**src/rtl/lcd_pkg.sv**
```systemverilog
// rtl/lcd_pkg.sv - shared constants, init-entry layout and state encoding for the LCD command sequencer
package lcd_pkg;

  localparam logic [15:0] CMD_COLSET = 16'h002A;
  localparam logic [15:0] CMD_ROWSET = 16'h002B;
  localparam logic [15:0] CMD_MEMWR  = 16'h002C;
  localparam logic [15:0] CMD_NOP    = 16'h0000;

  localparam logic RS_CMD  = 1'b0;
  localparam logic RS_DATA = 1'b1;

  // Init entry: {is_delay, rs, data16}
  localparam int ENT_W        = 18;
  localparam int ENT_DELAY    = 17;
  localparam int ENT_RS       = 16;
  localparam int ENT_DATA_MSB = 15;
  localparam int ENT_DATA_LSB = 0;

  localparam int IDX_W   = 8;
  localparam int HDR_LEN = 11;

  typedef logic [ENT_W-1:0] init_entry_t;

  typedef enum logic [2:0] {
    ST_RST_WAIT,
    ST_INIT_FETCH,
    ST_INIT_DELAY,
    ST_IDLE,
    ST_CMD,
    ST_PIXELS,
    ST_DONE
  } seq_state_e;

  function automatic init_entry_t init_cmd(input logic [15:0] c);
    return {1'b0, RS_CMD, c};
  endfunction

  function automatic init_entry_t init_dat(input logic [15:0] d);
    return {1'b0, RS_DATA, d};
  endfunction

  function automatic init_entry_t init_dly(input logic [15:0] units);
    return {1'b1, RS_CMD, units};
  endfunction

  // Window header: column set, four x bytes, row set, four y bytes, memory write
  function automatic logic [16:0] hdr_word(input logic [3:0] idx,
                                           input logic [15:0] x0, input logic [15:0] x1,
                                           input logic [15:0] y0, input logic [15:0] y1);
    logic [16:0] w;
    case (idx)
      4'd0:    w = {RS_CMD, CMD_COLSET};
      4'd1:    w = {RS_DATA, 8'h00, x0[15:8]};
      4'd2:    w = {RS_DATA, 8'h00, x0[7:0]};
      4'd3:    w = {RS_DATA, 8'h00, x1[15:8]};
      4'd4:    w = {RS_DATA, 8'h00, x1[7:0]};
      4'd5:    w = {RS_CMD, CMD_ROWSET};
      4'd6:    w = {RS_DATA, 8'h00, y0[15:8]};
      4'd7:    w = {RS_DATA, 8'h00, y0[7:0]};
      4'd8:    w = {RS_DATA, 8'h00, y1[15:8]};
      4'd9:    w = {RS_DATA, 8'h00, y1[7:0]};
      default: w = {RS_CMD, CMD_MEMWR};
    endcase
    return w;
  endfunction

endpackage

```
**src/rtl/lcd_init_rom.sv**
```systemverilog
// rtl/lcd_init_rom.sv - combinational panel init table; VARIANT 1 is a short table for simulation
module lcd_init_rom
  import lcd_pkg::*;
#(
  parameter int INIT_LEN = 8,
  parameter int VARIANT  = 0
) (
  input  logic [IDX_W-1:0] i_idx,
  output init_entry_t      o_entry
);

  always_comb begin
    o_entry = init_cmd(CMD_NOP);
    if (VARIANT == 1) begin
      case (i_idx)
        8'd0:    o_entry = init_cmd(16'h0011);
        8'd1:    o_entry = init_dly(16'd2);
        8'd2:    o_entry = init_dat(16'h0055);
        default: o_entry = init_cmd(CMD_NOP);
      endcase
    end else begin
      case (i_idx)
        8'd0:    o_entry = init_cmd(16'h0001);
        8'd1:    o_entry = init_dly(16'd5);
        8'd2:    o_entry = init_cmd(16'h0011);
        8'd3:    o_entry = init_dly(16'd120);
        8'd4:    o_entry = init_cmd(16'h003A);
        8'd5:    o_entry = init_dat(16'h0055);
        8'd6:    o_entry = init_cmd(16'h0029);
        8'd7:    o_entry = init_dly(16'd10);
        default: o_entry = init_cmd(CMD_NOP);
      endcase
    end
    // Indices past the table length read as a harmless NOP
    if (int'(i_idx) >= INIT_LEN) o_entry = init_cmd(CMD_NOP);
  end

endmodule

```
**src/rtl/lcd_cmd_sequencer.sv**
```systemverilog
// rtl/lcd_cmd_sequencer.sv - power-up wait, ROM init, then rectangle fills fed word by word to the LCD poster
module lcd_cmd_sequencer
  import lcd_pkg::*;
#(
  parameter int POWER_DELAY = 50000,
  parameter int DELAY_UNIT  = 1000,
  parameter int INIT_LEN    = 8,
  parameter int COORD_W     = 16,
  parameter int ROM_VARIANT = 0
) (
  input  logic               clk,
  input  logic               resetn,
  output logic [16:0]        post_data,
  output logic               post_flag,
  input  logic               post_busy,
  input  logic               fill_valid,
  output logic               fill_ready,
  input  logic [COORD_W-1:0] fill_x0,
  input  logic [COORD_W-1:0] fill_x1,
  input  logic [COORD_W-1:0] fill_y0,
  input  logic [COORD_W-1:0] fill_y1,
  input  logic [15:0]        fill_color,
  output logic               init_done,
  output logic               fill_done,
  output logic               seq_busy
);

  seq_state_e         r_state, w_state_nxt;
  logic [31:0]        r_cnt;
  logic [IDX_W-1:0]   r_idx;
  logic [3:0]         r_hdr;
  logic [COORD_W-1:0] r_x0, r_x1, r_y0, r_y1, r_col, r_row;
  logic [15:0]        r_color;
  logic [16:0]        r_post_data;
  logic               r_post_flag;
  logic               r_hold;
  logic               r_init_done;

  init_entry_t        w_entry;
  logic [31:0]        w_dly_cycles;
  logic               w_can_issue, w_issue, w_idx_adv, w_last_entry, w_degen, w_last_pix;
  logic [16:0]        w_word;

  lcd_init_rom #(
    .INIT_LEN (INIT_LEN),
    .VARIANT  (ROM_VARIANT)
  ) u_rom (
    .i_idx   (r_idx),
    .o_entry (w_entry)
  );

  // r_hold keeps issues at least two cycles apart even if busy is slow to rise
  assign w_can_issue  = !post_busy && !r_hold;
  assign w_dly_cycles = 32'(w_entry[ENT_DATA_MSB:ENT_DATA_LSB]) * 32'(DELAY_UNIT);
  assign w_last_entry = (r_idx == IDX_W'(INIT_LEN - 1));
  assign w_degen      = (fill_x1 < fill_x0) || (fill_y1 < fill_y0);
  assign w_last_pix   = (r_col == r_x1) && (r_row == r_y1);

  always_comb begin
    w_state_nxt = r_state;
    w_issue     = 1'b0;
    w_word      = '0;
    w_idx_adv   = 1'b0;
    case (r_state)
      ST_RST_WAIT: begin
        if ((r_cnt + 32'd1) >= 32'(POWER_DELAY)) w_state_nxt = ST_INIT_FETCH;
      end
      ST_INIT_FETCH: begin
        if (w_entry[ENT_DELAY]) begin
          if (w_dly_cycles == 32'd0) w_idx_adv = 1'b1;
          else                       w_state_nxt = ST_INIT_DELAY;
        end else if (w_can_issue) begin
          w_issue   = 1'b1;
          w_word    = w_entry[ENT_RS:ENT_DATA_LSB];
          w_idx_adv = 1'b1;
        end
      end
      ST_INIT_DELAY: begin
        if (r_cnt <= 32'd1) w_idx_adv = 1'b1;
      end
      ST_IDLE: begin
        if (fill_valid) w_state_nxt = w_degen ? ST_DONE : ST_CMD;
      end
      ST_CMD: begin
        if (w_can_issue) begin
          w_issue = 1'b1;
          w_word  = hdr_word(r_hdr, 16'(r_x0), 16'(r_x1), 16'(r_y0), 16'(r_y1));
          if (r_hdr == 4'(HDR_LEN - 1)) w_state_nxt = ST_PIXELS;
        end
      end
      ST_PIXELS: begin
        if (w_can_issue) begin
          w_issue = 1'b1;
          w_word  = {RS_DATA, r_color};
          if (w_last_pix) w_state_nxt = ST_DONE;
        end
      end
      ST_DONE:  w_state_nxt = ST_IDLE;
      default:  w_state_nxt = ST_RST_WAIT;
    endcase
    if (w_idx_adv) w_state_nxt = w_last_entry ? ST_IDLE : ST_INIT_FETCH;
  end

  always_ff @(posedge clk or negedge resetn) begin
    if (!resetn) begin
      r_state     <= ST_RST_WAIT;
      r_cnt       <= '0;
      r_idx       <= '0;
      r_hdr       <= '0;
      r_x0        <= '0;
      r_x1        <= '0;
      r_y0        <= '0;
      r_y1        <= '0;
      r_col       <= '0;
      r_row       <= '0;
      r_color     <= '0;
      r_post_data <= '0;
      r_post_flag <= 1'b0;
      r_hold      <= 1'b0;
      r_init_done <= 1'b0;
    end else begin
      r_state <= w_state_nxt;
      r_hold  <= w_issue;
      if (w_issue) begin
        r_post_data <= w_word;
        r_post_flag <= ~r_post_flag;
      end
      case (r_state)
        ST_RST_WAIT:   r_cnt <= (w_state_nxt == ST_RST_WAIT) ? r_cnt + 32'd1 : 32'd0;
        ST_INIT_FETCH: if (w_state_nxt == ST_INIT_DELAY) r_cnt <= w_dly_cycles;
        ST_INIT_DELAY: r_cnt <= r_cnt - 32'd1;
        ST_IDLE: begin
          r_hdr <= '0;
          if (fill_valid) begin
            r_x0    <= fill_x0;
            r_x1    <= fill_x1;
            r_y0    <= fill_y0;
            r_y1    <= fill_y1;
            r_color <= fill_color;
          end
        end
        ST_CMD: begin
          if (w_issue) r_hdr <= r_hdr + 4'd1;
          r_col <= r_x0;
          r_row <= r_y0;
        end
        ST_PIXELS: begin
          // Equality tested before incrementing so 0xFFFF corners never wrap
          if (w_issue && !w_last_pix) begin
            if (r_col == r_x1) begin
              r_col <= r_x0;
              r_row <= r_row + COORD_W'(1);
            end else begin
              r_col <= r_col + COORD_W'(1);
            end
          end
        end
        default: ;
      endcase
      if (w_idx_adv) begin
        r_idx <= r_idx + IDX_W'(1);
        if (w_last_entry) r_init_done <= 1'b1;
      end
    end
  end

  assign post_data  = r_post_data;
  assign post_flag  = r_post_flag;
  assign init_done  = r_init_done;
  assign fill_ready = (r_state == ST_IDLE);
  assign fill_done  = (r_state == ST_DONE);
  assign seq_busy   = (r_state != ST_IDLE);

endmodule

```
**config.mk**
```make
export PLATFORM = sky130hd
export DESIGN_NAME = lcd_cmd_sequencer
export DESIGN_NICKNAME = d
export VERILOG_FILES = /design/src/rtl/lcd_pkg.sv /design/src/rtl/lcd_init_rom.sv /design/src/rtl/lcd_cmd_sequencer.sv
export SDC_FILE = /design/constraint.sdc
export NUM_CORES = 1
export LEC_CHECK = 0
export BUFFER_PORTS_ARGS = -buffer_cell sky130_fd_sc_hd__buf_4
export CAP_MARGIN = 30
export CELL_PAD_IN_SITES_DETAIL_PLACEMENT = 1
export CELL_PAD_IN_SITES_GLOBAL_PLACEMENT = 1
export CORE_ASPECT_RATIO = 1.1
export CORE_MARGIN = 1.5
export CORE_UTILIZATION = 45
export CTS_CLUSTER_DIAMETER = 30
export DETAILED_ROUTE_END_ITERATION = 10
export GPL_ROUTABILITY_DRIVEN = 0
export PLACE_DENSITY = 0.88
export SLEW_MARGIN = 20
export SYNTH_ARGS = -nofsm -noshare
export SYNTH_HDL_FRONTEND = slang
export SYNTH_SLANG_ARGS = --single-unit
```
**constraint.sdc**
```tcl
create_clock -name clk -period 8.1 [get_ports clk]
set_input_delay 1.215 -clock clk [delete_from_list [all_inputs] [get_ports clk]]
set_output_delay 1.215 -clock clk [all_outputs]
set_load 0.01 [all_outputs]
```
## Word-level counts from Yosys, hierarchy flattened

Memories as Yosys holds them, arrays and structs flattened.
Cells that the tools add are included.

| storage, ports and cells | value |
|---|---|
| register bits | 179 |
| ROM bits | 72 |
| logic and storage cells | 114 |
| memories kept | 1 |

| operators by class | value |
|---|---|
| add/sub/neg operators | 6 |
| $mul | 1 |
| $lt $le $gt $ge | 5 |
| eq/ne operators | 25 |
| mux-type cells | 38 |
| bitwise logic cells | 1 |
| reduce and logical (&&, ||, !) cells | 22 |

Memory list:

| name | words | bits a word | rd ports | clocked after Yosys merged registers in | wr ports | RTL line | RTL |
|---|---|---|---|---|---|---|---|
| (no name shown) | 8 | 9 | 1 | 0 | 0 | lcd_init_rom.sv:22 | `case (i_idx)` |

Operators with widths:

| cell | number |
|---|---|
| one-hot mux 17 bit (10 select lines) | 1 |
| one-hot mux 32 bit (3 select lines) | 1 |
| two-way mux 17 bit | 4 |
| two-way mux 16 bit | 4 |
| two-way mux 32 bit | 2 |
| one-hot mux 16 bit (2 select lines) | 2 |
| one-hot mux 17 bit (3 select lines) | 1 |
| two-way mux 18 bit | 2 |
| adder 16 x 1 -> 16 bit (second input constant) | 2 |
| adder 32 x 1 -> 32 bit (second input constant) | 1 |
| == test 16 bit | 2 |
| >= comparator 32 x 16 -> 1 bit (second input constant) | 1 |
| less-or-equal comparator 32 x 1 -> 1 bit (second input constant) | 1 |
| logical NOT 32 bit | 1 |
| less-than comparator 16 bit | 2 |
| subtractor 32 x 1 -> 32 bit (second input constant) | 1 |
| two-way mux 3 bit | 9 |
| multiplier 16 x 7 -> 23 bit (second input constant) | 1 |
| one-hot mux 3 bit (7 select lines) | 1 |
| == test 4 x 3 -> 1 bit (second input constant) | 4 |
| == test 4 bit (second input constant) | 3 |
| AND reduction 2 bit | 5 |
| == test 3 x 2 -> 1 bit (second input constant) | 3 |
| == test 3 bit (second input constant) | 3 |
| other kinds (25) | 41 |

## Depth between registers and ports, before layout

Gate-level depths: netlist of run 1.

| logic depth | value |
|---|---|
| depth after elaboration | 12 |
| mapped depth | 22 |

## Modules after synthesis

From an unflattened synthesis of run 1, not the netlist that was laid out.

| unflattened totals | value |
|---|---|
| cell total of the unflattened synthesis | 1640 |
| area, all modules | 14421.3 um^2 |

By module, submodules not included:

| module | instances | cells each | area an instance (um^2) |
|---|---|---|---|
| lcd_cmd_sequencer | 1 | 1602 | 14119.8 |
| lcd_init_rom | 1 | 38 | 301.5 |

## Worst setup path before layout of run 1

OpenSTA, ideal clock, no wires.

| timing | value |
|---|---|
| path type | reg-to-reg |
| start point | register r_idx[0] |
| end point | register r_cnt[22] |
| setup time | 0.092 ns |
| arrival time | 5.941 ns |
| required time | 8.008 ns |
| slack | 2.067 ns |
| cell stages (with the launch flop) | 21 |
| path buffers | 1 |
| period minus slack after synthesis | 6.033 ns |
| path through | dfrtp_1 -> inv_1 -> ha_1 -> nor3_1 -> inv_1 -> fa_1 -> fa_1 -> fa_1 -> fa_1 -> inv_1 -> ha_1 -> o21ai_0 -> or4_1 -> a21o_1 -> mux2i_1 -> nor2_1 -> nand4b_1 -> a21oi_2 -> clkbuf_1 -> o21ai_0 -> o31ai_2 |

| between the ends | value |
|---|---|
| longest elaborated chain between the ends | 12 |
| elaborated cells between the ends (all ways) | 22 |
| those cells by class | 1 x mul; 1 x order compare; 3 x eq/ne; 13 x mux; 3 x reduce/logical; 1 x memory |

Ends and longest elaborated chain:

| what | RTL line | RTL |
|---|---|---|
| start, declared | lcd_cmd_sequencer.sv:30 | `logic [IDX_W-1:0] r_idx;` |
| start signal, assigned | lcd_cmd_sequencer.sv:161 | `r_idx <= r_idx + IDX_W'(1);` |
| memory read (8 x 9 bit) | - |  |
| two-way mux 18 bit | lcd_init_rom.sv:22 |  |
| two-way mux 18 bit | lcd_init_rom.sv:35 | `if (int'(i_idx) >= INIT_LEN) o_entry = init_cmd(CMD_NOP);` |
| multiplier 16 x 7 -> 23 bit | lcd_cmd_sequencer.sv:54 | `assign w_dly_cycles = 32'(w_entry[ENT_DATA_MSB:ENT_DATA_LSB]) * 32'(DELAY_UNIT);` |
| logical NOT 32 bit | lcd_cmd_sequencer.sv:70 | `if (w_dly_cycles == 32'd0) w_idx_adv = 1'b1;` |
| two-way mux 3 bit or two-way mux 1 bit (tied branches) | lcd_cmd_sequencer.sv:70 |  |
| two-way mux 3 bit or two-way mux 1 bit (tied branches) | lcd_cmd_sequencer.sv:69 | `if (w_entry[ENT_DELAY]) begin` |
| one-hot mux 3 bit (7 select lines) or one-hot mux 1 bit (2 select lines) (tied branches) | lcd_cmd_sequencer.sv:64 | `case (r_state)` |
| two-way mux 3 bit | lcd_cmd_sequencer.sv:101 | `if (w_idx_adv) w_state_nxt = w_last_entry ? ST_IDLE : ST_INIT_FETCH;` |
| logical NOT 3 bit or == test 3 x 2 -> 1 bit (tied branches) | lcd_cmd_sequencer.sv:129, lcd_cmd_sequencer.sv:130 |  |
| two-way mux 32 bit or inequality test 2 bit (tied branches) | - |  |
| one-hot mux 32 bit (3 select lines) or AND reduction 2 bit (tied branches) | - |  |
| end signal, assigned | lcd_cmd_sequencer.sv:129 | `ST_RST_WAIT: r_cnt <= (w_state_nxt == ST_RST_WAIT) ? r_cnt + 32'd1 : 32'd0;` |
| end signal, assigned | lcd_cmd_sequencer.sv:130 | `ST_INIT_FETCH: if (w_state_nxt == ST_INIT_DELAY) r_cnt <= w_dly_cycles;` |
| end signal, assigned | lcd_cmd_sequencer.sv:131 | `ST_INIT_DELAY: r_cnt <= r_cnt - 32'd1;` |
| end, declared | lcd_cmd_sequencer.sv:29 | `logic [31:0] r_cnt;` |

Several ways; a longest one is shown, not always the timed one. The select of a mux whose other input is x is not followed.
A chain may end at the register's enable or synchronous reset.

## Final worst setup path of run 1

| timing | value |
|---|---|
| start point | register r_idx[5] |
| end point | register r_cnt[10] |

| between the ends | value |
|---|---|
| longest elaborated chain between the ends | 12 |
| elaborated cells between the ends (all ways) | 22 |
| those cells by class | 1 x mul; 1 x order compare; 3 x eq/ne; 13 x mux; 4 x reduce/logical |

Ends and longest elaborated chain:

| what |
|---|
| parallel branches: the longest is 12 deep, another holds multiplier 16 x 7 -> 23 bit |

Several ways; the timed one is not identified. The select of a mux whose other input is x is not followed.

==> flow_summary.yaml, run 1 <==
outcome:
  status: "finished, final reports clean"
worst_setup_path:
  crit_family: "simple AND/OR/NAND/NOR gates"
  r2r_start: "r_idx[5]"
  worstSetupStartpointType: "flop"
  critical_path_required_ps: 8420
  reg2reg_depth: 20
  cp_slowest_cell: "fa_1"
  r2r_setup_slack_ps: 1020
  worst-path-stages: 20
  path_max_fanout: 20
  r2r-end: "r_cnt[10]"
  crit_start: "r_idx[5]"
  crit_top_cell: "fa_1"
  crit_type: "flop to flop"
  path_buf_inv: 3
  cp_cell_sequence: "nor3_1 -> nand2_1 -> nor3_1 -> inv_1 -> fa_1 -> fa_1 -> fa_1 -> fa_1 -> inv_1 -> ha_1 -> o21ai_0 -> or4_1 -> o211ai_1 -> nand4_1 -> nor4_1 -> nand4b_1 -> a21o_1 -> buf_8 -> mux2i_1 -> o211ai_1"
  cp-end-kind: "flop"
  cp.arrival_ps: 7400
  max_stage_delay_ps: 610
  endpoint: "r_cnt[10]"
yosys:
  yosysWarnings: 0
  async_reset_ff_frac: 1.000
  synth_top_family_by_area: "compound AO/OA/AOI/OAI gates"
  seq_area_frac_synth: 0.3554
  synth_seq_cells: 179
  synth_edf_count: 0
  syn_avg_cell_area_um2: 8.876
  ys_types: 77
  synth-xor-area-share: 0.04587
  synth_area_leader_cell: "dfrtp_1"
  yosys-top-cells-area: "dfrtp_1, ha_1, o21ai_0"
  ys.flop_type: "dfrtp_1"
  syn_nets: 1604
  netlist_area_um2: 12600
  post-synth-top-area-fraction: 0.3554
  synth.area.mux_share: 0.05718
  synthAdderAreaFrac: 0.1100
  synth-simple-area-share: 0.1731
  synth_compound_area_frac: 0.2024
  syn_inst: 1420
sta:
  fin_crit_sh: 0.8741
  fin_setup_tns_ps: 0
  setup_viol: 0
  max_freq_mhz: 141.2
  maxSlewViolCount: 0
  finalHoldViolCount: 0
  worstMarginPinSlew_ps: 985.7
  rsz0062_at_grt: "false"
  fin_crit_ps: 7081
  slew_headroom: 0.3259
  clock_skew_ps: 9.176
die:
  die_h_um: 178.5
  start_util: 0.4549
  die_w_um: 162.6
  die_area_um2: 29020
  pin_count: 106
  row_count: 64
  core_area_um2: 27710
clock_tree:
  cts_setup_buffers: 0
  clk_latency_ps: 450
  cts_root_buffer: "clkbuf_16"
  clkTransAtPathRegs_ps: 80
  cts_hold_buf: 0
  clk_path_buf_depth: 2
  post_cts_resize_count: 0
  htree_levels: 4
  cts_tree: "yes"
  numCtsBuffers: 17
  clock-sinks: 179
routing:
  wl_um: 42430
  viasPerCell: 6.278
  routedWlPerCell_um: 22.94
  drtIter0Drc: 754
  first_pass_iters: 5
  postRouteAntennaNets: 0
  vias: 11608
  drcViolationCount: 0
worst_hold_path:
  hp-class: "flop to flop"
grt:
  grt_overflow: 0
  grt_use_total: 0.2949
  grt_pass1_vias: 12219
  antenna_found_initial: 0
  grt_start_max_net_pins: 106
  grt_pass1_wl_um: 66030
layout:
  antennaDiodeCount: 0
  fin_nets: 1657
  multi_input_area_um2: 7441
  seqCellArea_um2: 4479
  num-fill-cells: 3285
  drive_above_1_share: 0.1575
  area_delta_synth_final_pct: 13.63
place:
  portBuffers: 105
  dp_hpwl_um: 30790
run:
  cap_violations: 0
[worst register-to-register path: stages (launching register included)]
cell      delay, ps
dfrtp_1         430
nor3_1          430
nand2_1         300
nor3_1          530
inv_1           220
fa_1            610
fa_1            460
fa_1            520
fa_1            560
inv_1            70
ha_1            320
o21ai_0         150
or4_1           550
o211ai_1        160
nand4_1         130
nor4_1          220
nand4b_1        320
a21o_1          460
buf_8           250
mux2i_1         150
o211ai_1        110
[worst min path at each step]
| stage | from | endpoint | depth (start not counted) |
|---|---|---|---|
| 2_1_floorplan | r_idx[7] | r_idx[7] | 1 |
| 3_3_place_gp | r_idx[7] | r_idx[7] | 1 |
| 3_5_place_dp | post_data[7] | post_data[7] | 2 |
| 4_1_cts | post_data[7] | post_data[7] | 2 |
| 5_1_grt | post_data[7] | post_data[7] | 2 |
| 6_report | post_data[7] | post_data[7] | 2 |
[layer usage]
metal	track usage	part of all wire	up-vias
met5	0	0	-
met4	0.1812	0.060	0
met3	0.04650	0.047	161
met2	0.5205	0.51	412
met1	0.3345	0.38	5789
li1	-	-	5246
[sequential cells by signal, indices dropped and copies added (netlist names), 8 cells and up]
name,cells
r_row,16
r_cnt,32
r_y1,16
r_col,16
r_color,16
post_data,17
r_y0,16
r_x0,16
r_x1,16
r_idx,8
[cells by family after synthesis]
logic type / count (synthesis)
AOI/OAI and AO/OA: 402
xor gates and xnor gates: 66
adders and majority gates: 100
buffers and inverters: 179
DFF: 179
muxes: 65
and+or+nand+nor: 429
[through the flow]
stage / instances / cell area (µm²) / hold slack (ps) / setup WS [ps] / util
after global placement: 1811 / 13590 / 464.0 / 1321 / 0.4904
after floorplan: 1420 / 12600 / 446.8 / 2067 / -
after global routing: 1849 / 14320 / 519.3 / 628.2 / 0.5169
final: 1849 / 14320 / 490.9 / 1020 / 0.5169
after detailed placement: 1812 / 13610 / 481.7 / 883.8 / 0.4914
after CTS: 1844 / 14250 / 497.1 / 709.3 / 0.5143
[cell usage after synthesis, drive strengths merged, types with 8 or more instances]
cell      n
a21o     20
a222oi   14
fa       18
or4       9
a22oi     9
dfrtp   179
mux2i     9
o22ai    11
and2     10
inv      92
clkbuf   68
nand3    59
or3      12
o31ai    13
nand2b   11
a22o     25
buf      19
nand4    32
a21oi   104
nor3     22
a31oi    11
xor2      9
nand2   117
and3     30
ha       82
o21ai   134
nor2b     8
nor2     86
mux2     56
nor4     13
xnor2    57
[cells in the final DEF, fill, tap and decap left out, types with 57 or more instances in the layout]
| cell type | count |
|---|---|
| dfrtp_1 | 179 |
| o21ai_0 | 131 |
| nand2_1 | 116 |
| buf_4 | 115 |
| a21oi_1 | 102 |
| inv_1 | 92 |
| nor2_1 | 85 |
| ha_1 | 82 |
| nand3_1 | 58 |
| xnor2_1 | 57 |
[layout make-up]
type	instances	share of cell area
clock buffers	20	0.03189
clock inverters	12	0.01241
inverters	92	0.02411
multi-input cells	1062	0.5196
flip-flops and latches	179	0.3128
well taps	363	0.03171
repair buffers	121	0.06753
Power of run 1 is not shown: default switching activity piles up to over one toggle a cycle in this logic, so the estimate is an artifact.
==> inputs of run 2 (changes only) <==
==> constraint.sdc (replaced) <==
create_clock -name clk -period 6.91 [get_ports clk]
set_input_delay 1.0365 -clock clk [delete_from_list [all_inputs] [get_ports clk]]
set_output_delay 1.0365 -clock clk [all_outputs]
set_load 0.01 [all_outputs]
==> flow_summary.yaml, run 2 (synthesized netlist as in run 1, its figures left out) <==
worst_setup_path:
  cp.arrival_ps: 6750
  cp_cell_sequence: "nor3_1 -> nand2_1 -> nor3_1 -> inv_1 -> fa_1 -> fa_1 -> fa_1 -> fa_1 -> inv_1 -> ha_1 -> o21ai_0 -> or4_1 -> o211ai_1 -> nand4_1 -> nor4_1 -> nand4b_1 -> a21o_1 -> buf_4 -> mux2i_1 -> o211ai_1"
  r2r-end: "r_cnt[10]"
  r2r_setup_slack_ps: 470
  path_max_fanout: 19
  crit_start: "r_idx[5]"
  cp_slowest_cell: "fa_1"
  r2r_start: "r_idx[5]"
  crit_top_cell: "fa_1"
  critical_path_required_ps: 7230
  crit_type: "flop to flop"
  cp-end-kind: "flop"
  reg2reg_depth: 20
  worstSetupStartpointType: "flop"
  max_stage_delay_ps: 570
clock_tree:
  clk_path_buf_depth: 2
  numCtsBuffers: 17
  clk_latency_ps: 450
  cts_setup_buffers: 0
  cts_tree: "yes"
  cts_hold_buf: 0
  clkTransAtPathRegs_ps: 70
  htree_levels: 4
  post_cts_resize_count: 0
  clock-sinks: 179
  cts_root_buffer: "clkbuf_16"
die:
  start_util: 0.4549
  row_count: 64
  core_area_um2: 27710
  pin_count: 106
  die_h_um: 178.5
  die_w_um: 162.6
  die_area_um2: 29020
routing:
  postRouteAntennaNets: 0
  drcViolationCount: 0
  wl_um: 41010
  first_pass_iters: 9
  routedWlPerCell_um: 22.13
  viasPerCell: 6.303
  drtIter0Drc: 834
  vias: 11680
layout:
  final_cell_mix: "dfrtp_1, o21ai_0, buf_4"
  fin_util: 0.5146
  largest_reg_flops: 32
  drive_above_1_share: 0.1604
  fin_area_um2: 14260
  fin_cells: 1853
  fin_nets: 1661
  antennaDiodeCount: 0
  regMostFlops: "r_cnt"
  area_delta_synth_final_pct: 13.12
  layout_commonest_cell: "dfrtp_1"
worst_hold_path:
  hp-class: "flop to flop"
  whs_path_depth: 1
  min_to: "init_done"
  worstHoldStart: "init_done"
grt:
  grt_start_max_net_pins: 85
  grt_pass1_wl_um: 65480
  antenna_found_initial: 0
  grt_use_total: 0.2890
  grt_pass1_vias: 12348
  grt_overflow: 0
place:
  dp_cells: 1818
  portBuffers: 105
  dp_hpwl_um: 30260
  placed_cell_area_um2: 13640
sta:
  setup_viol: 0
  fin_setup_tns_ps: 0
  finalHoldViolCount: 0
  max_freq_mhz: 155.3
  maxSlewViolCount: 0
  fin_crit_sh: 0.9316
  worstMarginPinSlew_ps: 903.3
  clock_skew_ps: 11.16
  slew_headroom: 0.3956
  fin_crit_ps: 6438
  rsz0062_at_grt: "false"
outcome:
  status: "finished, final reports clean"
run:
  cap_violations: 0
[run 2: final cells by class]
cell class                 instances  area, µm²
clock buffer                      17      425.4
inverter                          92      345.3
sequential                       179       4479
timing repair buffer             125      970.9
tap                              363      454.2
clock inverter                    15      141.4
fill                            3268      13450
multi-input combinational       1062       7441
[run 2: critical path: cells and delay by family (launching register included)]
family                     cells  cell delay, ps
adders and majority gates      5            2410
and+or+nand+nor                7            2150
AOI/OAI and AO/OA              4             740
buffers and inverters          3             430
DFF                            1             430
muxes                          1             160
[run 2: how the worst max path moves through the flow]
stage / end / slack (ps) / depth (start not counted)
after floorplan: r_cnt[22] / 880 / 20
after global routing: r_cnt[10] / 20 / 21
after CTS: r_cnt[10] / 480 / 20
after global placement: r_cnt[10] / 830 / 22
after detailed placement: r_cnt[10] / 550 / 22
final: r_cnt[10] / 470 / 20
[run 2: per-layer routing]
metal / routed length [µm] / global-route usage / part of all wire
met5: 0 / 0 / 0
met2: 20730 / 0.5128 / 0.51
met3: 1947 / 0.04604 / 0.047
met4: 2518 / 0.1739 / 0.061
met1: 15810 / 0.3267 / 0.39
[run 2: stage by stage]
stage / worst slack [ps] / hold slack, ps
floorplan: 877.4 / 446.8
global placement: 829.8 / 462.0
detailed placement: 548.0 / 475.7
CTS: 482.4 / 486.1
global route: 18.47 / 498.9
finish: 472.4 / 478.2
Power of run 2 is left out for the same reason.
